$ cat config.mk
export PLATFORM = sky130hd
export DESIGN_NAME = uart_tx_frame
export DESIGN_NICKNAME = d
export VERILOG_FILES = /design/src/rtl/uart_tx_frame.sv
export SDC_FILE = /design/constraint.sdc
export NUM_CORES = 1
export LEC_CHECK = 0
export BUFFER_PORTS_ARGS = -buffer_cell sky130_fd_sc_hd__buf_2
export CORE_MARGIN = 10
export CORE_UTILIZATION = 58
export DETAILED_ROUTE_END_ITERATION = 10
export GPL_TIMING_DRIVEN = 0
export PLACE_DENSITY = 0.86
export SYNTH_ARGS = -nofsm -noshare
export SYNTH_HDL_FRONTEND = slang
export SYNTH_SLANG_ARGS = --single-unit
$ cat constraint.sdc
create_clock -name clk -period 5.4 [get_ports clk]
set_input_delay 0.27 -clock clk [delete_from_list [all_inputs] [get_ports clk]]
set_output_delay 0.27 -clock clk [all_outputs]
set_load 0.05 [all_outputs]
$ cat src/rtl/uart_tx_frame.sv
// UART transmit serializer: start bit, DATA_WIDTH data bits LSB first,
// optional parity bit, one stop bit. One clk cycle is one bit period.
//
// Ports:
//   clk        TX bit clock, all state changes on the rising edge
//   rst        synchronous active-high reset
//   p_data     parallel byte to send
//   data_valid send request, sampled only while busy=0
//   par_en     1 = append a parity bit after the data bits
//   par_type   EVEN(0) / ODD(1) parity sense
//   tx_out     registered serial line, idle high
//   busy       registered, high from start bit through stop bit
module uart_tx_frame #(
    parameter int   DATA_WIDTH = 8,
    parameter logic EVEN       = 1'b0,
    parameter logic ODD        = 1'b1
) (
    input  logic                  clk,
    input  logic                  rst,
    input  logic [DATA_WIDTH-1:0] p_data,
    input  logic                  data_valid,
    input  logic                  par_en,
    input  logic                  par_type,
    output logic                  tx_out,
    output logic                  busy
);

    localparam int CNT_W = (DATA_WIDTH > 1) ? $clog2(DATA_WIDTH) : 1;
    localparam logic [CNT_W-1:0] LAST_BIT = CNT_W'(DATA_WIDTH - 1);

    // State names the bit currently on the line.
    typedef enum logic [2:0] {
        S_IDLE,
        S_START,
        S_DATA,
        S_PARITY,
        S_STOP
    } state_t;

    state_t                state_q, state_d;
    logic [DATA_WIDTH-1:0] shift_q, shift_d;
    logic [CNT_W-1:0]      cnt_q, cnt_d;
    logic                  par_en_q, par_en_d;
    logic                  par_bit_q, par_bit_d;
    logic                  tx_out_q, tx_out_d;
    logic                  busy_q, busy_d;
    logic                  par_calc;

    always_comb begin
        par_calc = ^p_data;
        case (par_type)
            EVEN:    par_calc = ^p_data;
            ODD:     par_calc = ~^p_data;
            default: par_calc = ^p_data;
        endcase
    end

    always_comb begin
        state_d   = state_q;
        shift_d   = shift_q;
        cnt_d     = cnt_q;
        par_en_d  = par_en_q;
        par_bit_d = par_bit_q;
        tx_out_d  = 1'b1;
        busy_d    = 1'b1;
        case (state_q)
            S_IDLE: begin
                busy_d = 1'b0;
                if (data_valid) begin
                    shift_d   = p_data;
                    par_en_d  = par_en;
                    par_bit_d = par_calc;
                    tx_out_d  = 1'b0;
                    busy_d    = 1'b1;
                    state_d   = S_START;
                end
            end
            S_START: begin
                tx_out_d = shift_q[0];
                shift_d  = shift_q >> 1;
                cnt_d    = '0;
                state_d  = S_DATA;
            end
            S_DATA: begin
                if (cnt_q == LAST_BIT) begin
                    if (par_en_q) begin
                        tx_out_d = par_bit_q;
                        state_d  = S_PARITY;
                    end else begin
                        state_d  = S_STOP;
                    end
                end else begin
                    tx_out_d = shift_q[0];
                    shift_d  = shift_q >> 1;
                    cnt_d    = cnt_q + CNT_W'(1);
                end
            end
            S_PARITY: begin
                state_d = S_STOP;
            end
            S_STOP: begin
                busy_d  = 1'b0;
                state_d = S_IDLE;
            end
            default: begin
                busy_d  = 1'b0;
                state_d = S_IDLE;
            end
        endcase
    end

    always_ff @(posedge clk) begin
        if (rst) begin
            state_q   <= S_IDLE;
            shift_q   <= '0;
            cnt_q     <= '0;
            par_en_q  <= 1'b0;
            par_bit_q <= 1'b0;
            tx_out_q  <= 1'b1;
            busy_q    <= 1'b0;
        end else begin
            state_q   <= state_d;
            shift_q   <= shift_d;
            cnt_q     <= cnt_d;
            par_en_q  <= par_en_d;
            par_bit_q <= par_bit_d;
            tx_out_q  <= tx_out_d;
            busy_q    <= busy_d;
        end
    end

    assign tx_out = tx_out_q;
    assign busy   = busy_q;

endmodule
==> flow_summary.ini, run 1 <==
[outcome]
status = completed

[synthesis]
synth_cells = 106
ys_ff_latch = 18
syn-mean-instance-area_um2 = 9.006
async_flop_share = 0
synth_cell_types = 35
syn_area_um2 = 954.7
synth_xor_area_frac = 0.07864
ys_seq_area_frac = 0.3775
synth_top_family_by_area = simple AND/OR/NAND/NOR gates
synthAdderAreaFrac = 0.02621
synth_edf_count = 0
yosys_warnings = 0
syn-num-nets = 121
synth_compound_area_frac = 0.2058
yosys.area_share.simple = 0.2267
ys.flop_type = dfxtp_1
synthMuxAreaShare = 0.03277

[setup_path]
r2r_end = shift_q[6]$_SDFFE_PP0P_
cp.arrival_ns = 2.19
critPathKind = reg2reg
r2r_start = cnt_q[0]$_SDFFE_PP0P_
cp.required_ns = 5.61
critPathCaptureType = register
start_kind = register
cp_max_fo = 10
reg2reg_depth = 7
r2r_setup_slack_ns = 3.41

[final_layout]
final_common_cell = dfxtp_1
layout.nets = 139
syn_to_final_growth_pct = 11.27
mostFrequentLayoutCells = dfxtp_1, buf_2, nor2_1
filler_cell_count = 129
drive_above_1_share = 0.2213
diodes = 0
fin_cells = 138

[clocking]
ctsResizeCount = 0
insertion_delay_ns = 0.29
clockBufferDepth = 2
clk_pin_slew_ns = 0.10
htreeDepth = 1
numCtsBuffers = 3
cts_root_buf = clkbuf_4
cts_sinks = 18
cts_tree = built
cts_hold_buf = 0
cts_setup_buffers = 0

[timing]
worst_slack_ns = 3.413
setup_tns_ns = 0
setup_viol = 0
relSlewSlack = 0.6172
rsz0062_at_grt = no
fmax_mhz = 503.3
hold_viol = 0
finalCritPeriodShare = 0.3680
finalCriticalPeriod_ns = 1.987
final-max-slew-violation-count = 0
hold_ws_ns = 0.1948
tightest_slew_ns = 0.5702
finClkSkew_ns = 0.002644

[power]
p_leak_nw = 0.4377
clkPwrFrac = 0.224
seqPwrFrac = 0.515
sw_frac_of_total = 0.3002
power.density_nw_per_um2 = 276.2
vdd_drop_max_v = 0.0001987
intPower_mw = 0.2053
switchingPower_mw = 0.08807
pwr-share-comb = 0.261

[global_route]
grt_max_degree = 11
grt_usage = 0.1163
antenna_found_initial = 0
grt_overflow = 0
use_met2 = 0.1790
grt_pass1_wl_um = 3401
busiest_layer = met2
first_global_vias = 760
grtUsageMet1 = 0.1521
use_met3 = 0.03967

[run]
cap_violations = 0

[drt]
drt_iter0_markers = 24
wl_per_cell_um = 13.90
viasPerCell = 5.645
drc = 0
finalWirelength_um = 1918
first_pass_iters = 4
vias = 779
ant_nets = 0

[hold_path]
worstHoldPathCells = 2
hold_path_class = in2reg
whs_endpoint = shift_q[1]$_SDFFE_PP0P_
hp-start = rst

[floorplanning]
die_height_um = 60.57
die_area_um2 = 3669
core_um2 = 1524
die_w_um = 60.57
io_pins = 15
initial_core_util = 0.6264
rows = 14

[placed_design]
portBuffers = 13
place_inst = 135
hpwlAfterDp_um = 1459
gp_congestion = 0.8263
place_ws_ns = 3.470
==> power by group through the flow <==
stage          combinational [mW]  sequential, mW  clock [mW]
2_1_floorplan              0.0555           0.158           0
3_3_place_gp               0.0745           0.154           0
3_5_place_dp               0.0762           0.154           0
4_1_cts                    0.0766           0.151      0.0666
5_1_grt                    0.0851           0.153      0.0710
6_report                   0.0766           0.151      0.0656
==> flip-flops by register name (all words and copies together) (netlist names) <==
register	count
par_bit_q	1
par_en_q	1
busy	1
shift_q	8
cnt_q	3
state_q	3
tx_out	1
==> per-layer routing <==
layer,up-vias,wire length (um)
met4,0,11
met1,357,919
met2,13,907
li1,407,-
met5,-,0
met3,2,79
==> through the flow <==
step / total power, mW / utilization / area, um^2
final: 0.2934 / 0.6970 / 1062
after global routing: 0.3093 / 0.6970 / 1062
after CTS: 0.2945 / 0.6970 / 1062
after detailed placement: 0.2306 / 0.6823 / 1040
after global placement: 0.2282 / 0.6823 / 1040
after floorplan: 0.2133 / - / 954.7
==> worst max-delay path: stages, from the launching register on <==
cell	delay, ns
dfxtp_1	0.34
ha_1	0.20
ha_1	0.24
or3b_4	0.42
a21oi_4	0.23
buf_6	0.18
nor2_1	0.06
a311oi_2	0.23
==> area by class of cell <==
cell class / count / area, um^2 / share of cell area
timing repair buffer: 13 / 65.06 / 0.06125
multi-input combinational: 80 / 544.3 / 0.5124
buffer: 7 / 46.29 / 0.04358
sequential: 18 / 360.3 / 0.3392
clock buffer: 3 / 22.52 / 0.02120
inverter: 1 / 3.754 / 0.003534
tap: 16 / 20.02 / 0.01885
==> logic make-up after synthesis <==
group / count (synthesis)
AOI/OAI and AO/OA: 25
xor gates and xnor gates: 7
adders and majority gates: 2
buffers and inverters: 8
DFF: 18
muxes: 3
and+or+nand+nor: 43
==> Yosys cell counts, drive strengths merged, types with 2 or more instances <==
library cell | instances | area (um^2)
ha | 2 | 25.02
nor3 | 3 | 15.01
o21ai | 9 | 45.04
dfxtp | 18 | 360.4
xnor2 | 4 | 35.03
nand2b | 4 | 25.02
xor2 | 2 | 17.52
a311oi | 7 | 80.07
nor2b | 2 | 12.51
mux2i | 2 | 20.02
nand3b | 2 | 15.01
a21oi | 5 | 40.04
nand2 | 9 | 33.78
buf | 4 | 35.03
nor2 | 14 | 52.55
nand3 | 3 | 15.01
clkbuf | 3 | 11.26
==> worst max path at each step <==
stage | start | to | slack [ns] | depth (start not counted)
2_1_floorplan | cnt_q[0]$_SDFFE_PP0P_ | shift_q[4]$_SDFFE_PP0P_ | 3.62 | 7
3_3_place_gp | cnt_q[0]$_SDFFE_PP0P_ | shift_q[5]$_SDFFE_PP0P_ | 3.50 | 7
3_5_place_dp | cnt_q[0]$_SDFFE_PP0P_ | shift_q[4]$_SDFFE_PP0P_ | 3.47 | 7
4_1_cts | cnt_q[0]$_SDFFE_PP0P_ | shift_q[6]$_SDFFE_PP0P_ | 3.43 | 7
5_1_grt | cnt_q[0]$_SDFFE_PP0P_ | shift_q[6]$_SDFFE_PP0P_ | 3.33 | 7
6_report | cnt_q[0]$_SDFFE_PP0P_ | shift_q[6]$_SDFFE_PP0P_ | 3.41 | 7
(Power assumes the default switching activity.)
==> inputs of run 2 (changes only) <==
Settings changed: ABC_AREA from default to 1, CORE_UTILIZATION 58 to 49, PLACE_DENSITY 0.86 to 0.78.
Clock period 5.4 ns to 1.7 ns, I/O delays scaled along.
==> run 2 against run 1 <==
Fmax grew 38%. Count of clock-buffer cells in the layout stayed put. Sequential cell count did not move. Critical path depth is 2 higher. Sequential power rose to 4.6 times the previous value. Clock skew is 0.0018 ns lower. Die area increased by 15%. Non-clock buffer count shrank 4. Wire length increased by 4.1%. Sequential share of layout area is 1.7 points lower. Critical path type unchanged.
==> flow_summary.ini, run 2 <==
[outcome]
status = completed

[timing]
finalCriticalPeriod_ns = 1.440
setup_tns_ns = 0
rsz0062_at_grt = no
finClkSkew_ns = 0.0008140
fmax_mhz = 694.4
hold_viol = 0
hold_ws_ns = 0.01594
final-max-slew-violation-count = 0
setup_viol = 0
relSlewSlack = 0.7426
tightest_slew_ns = 0.3861
finalCritPeriodShare = 0.8471

[synthesis]
synthAdderAreaFrac = 0.02522
yosys.area_share.simple = 0.3216
syn_area_um2 = 992.2
yosys.cell_count.top_type = nand2_1
ys_ff_latch = 18
synth_cells = 150
async_flop_share = 0
synthMuxAreaShare = 0
ys.flop_type = dfxtp_1
synth_compound_area_frac = 0.1728
synth_cell_types = 24
syn-mean-instance-area_um2 = 6.615
synth_edf_count = 0
syn-num-nets = 165
synth_xor_area_frac = 0.008827
synth_top_area_frac = 0.3632
yosysTopAreaCell = dfxtp_1
synth_top_family_by_area = simple AND/OR/NAND/NOR gates
synth_area_leaders = dfxtp_1, nand2_1, nor2_1
ys_seq_area_frac = 0.3632
synth_commonest_cells = nand2_1, nor2_1, inv_1, dfxtp_1
yosys_warnings = 0

[clocking]
numCtsBuffers = 3
cts_root_buf = clkbuf_4
cts_setup_buffers = 0
ctsResizeCount = 0
clockBufferDepth = 2
cts_tree = built
clk_pin_slew_ns = 0.09
htreeDepth = 1
cts_sinks = 18
cts_hold_buf = 0
insertion_delay_ns = 0.29

[setup_path]
critPathLaunch = cnt_q[0]$_SDFFE_PP0P_
cp.required_ns = 1.93
r2r_start = cnt_q[0]$_SDFFE_PP0P_
r2r_setup_slack_ns = 0.26
critPathCaptureType = register
critPathKind = reg2reg
r2r_end = shift_q[7]$_SDFFE_PP0P_
cp_max_fo = 9
cp.arrival_ns = 1.67
reg2reg_depth = 9
start_kind = register
endpoint = shift_q[7]$_SDFFE_PP0P_

[floorplanning]
rows = 16
die_height_um = 65
core_um2 = 1942
initial_core_util = 0.5110
die_area_um2 = 4225
die_w_um = 65
io_pins = 15

[final_layout]
mostFrequentLayoutCells = nand2_1, nor2_1, inv_1
top_register = shift_q
syn_to_final_growth_pct = 12.74
largest_reg_flops = 8
filler_cell_count = 202
final_common_cell = nand2_1
diodes = 0
fin_cells = 194
drive_above_1_share = 0.1796
layout.nets = 184
top_regs = shift_q x8, cnt_q x3, state_q x3

[power]
sw_frac_of_total = 0.4443
p_leak_nw = 0.5826
power.density_nw_per_um2 = 1582
vdd_drop_max_v = 0.0006971
switchingPower_mw = 0.7861
pwr-share-comb = 0.493
seqPwrFrac = 0.391
intPower_mw = 0.9833
clkPwrFrac = 0.117

[placed_design]
gp_congestion = 0.7737
hpwlAfterDp_um = 1668
place_inst = 191
portBuffers = 14

[global_route]
grt_max_degree = 11
first_global_vias = 850
grt_overflow = 0
antenna_found_initial = 0
grt_usage = 0.1018
grt_pass1_wl_um = 3553

[drt]
drc = 0
ant_nets = 0
wl_per_cell_um = 10.29
drt_iter0_markers = 13
first_pass_iters = 4
viasPerCell = 4.830
finalWirelength_um = 1997
vias = 937

[hold_path]
hold_path_class = in2reg
hp-start = par_en

[run]
cap_violations = 0
run 2: cells by family after synthesis:
logic type / count (synthesis)
simple gates: 71
compound gates: 32
buf+inv: 26
flops: 18
fa+ha+maj: 2
xor+xnor: 1
run 2: final cells by class:
type	count	area, um^2	area share
Multi-Input combinational cell	106	524.3	0.4687
Sequential cell	18	360.3	0.3221
Inverter	24	92.59	0.08277
Timing Repair Buffer	14	70.07	0.06264
Tap cell	27	33.78	0.03020
Clock buffer	3	22.52	0.02013
Buffer	2	15.01	0.01342
run 2: per-layer routing:
layer	share of wire	vias up	routed length [um]	GRT usage
li1	-	514	-	-
met3	0.018	3	36	0.01890
met5	0	-	0	0
met2	0.51	16	1024	0.1823
met1	0.46	404	910	0.1098
met4	0.013	0	25	0.05615
run 2: metrics by stage:
stage	worst slack [ns]	total power, mW	utilization	area (um^2)
4_1_cts	0.2424	1.794	0.5760	1119
3_5_place_dp	0.2556	1.584	0.5644	1096
5_1_grt	0.1094	1.963	0.5760	1119
3_3_place_gp	0.2974	1.546	0.5644	1096
6_report	0.2599	1.769	0.5760	1119
2_1_floorplan	0.3829	1.395	-	992.2
run 2: worst max-delay path, stage by stage (launching register included):
cell	delay (ns)
dfxtp_1	0.33
ha_1	0.21
ha_1	0.22
inv_1	0.06
nor2_1	0.05
nor2_2	0.12
nand2_4	0.11
inv_4	0.11
nand3_2	0.06
a21oi_1	0.11
run 2: power groups by stage:
stage,clock network [mW],logic [mW],registers (mW)
floorplan,0,0.667,0.728
global route,0.233,1.02,0.713
detailed placement,0,0.883,0.701
CTS,0.217,0.883,0.693
finish,0.206,0.872,0.691
global placement,0,0.854,0.692
run 2: worst min path at each step:
stage                                         end  cells past startpoint
after floorplan           shift_q[7]$_SDFFE_PP0P_                      1
after global placement      par_en_q$_SDFFE_PP0P_                      3
after detailed placement    par_en_q$_SDFFE_PP0P_                      3
after CTS                   par_en_q$_SDFFE_PP0P_                      3
after global routing        par_en_q$_SDFFE_PP0P_                      3
final                       par_en_q$_SDFFE_PP0P_                      3
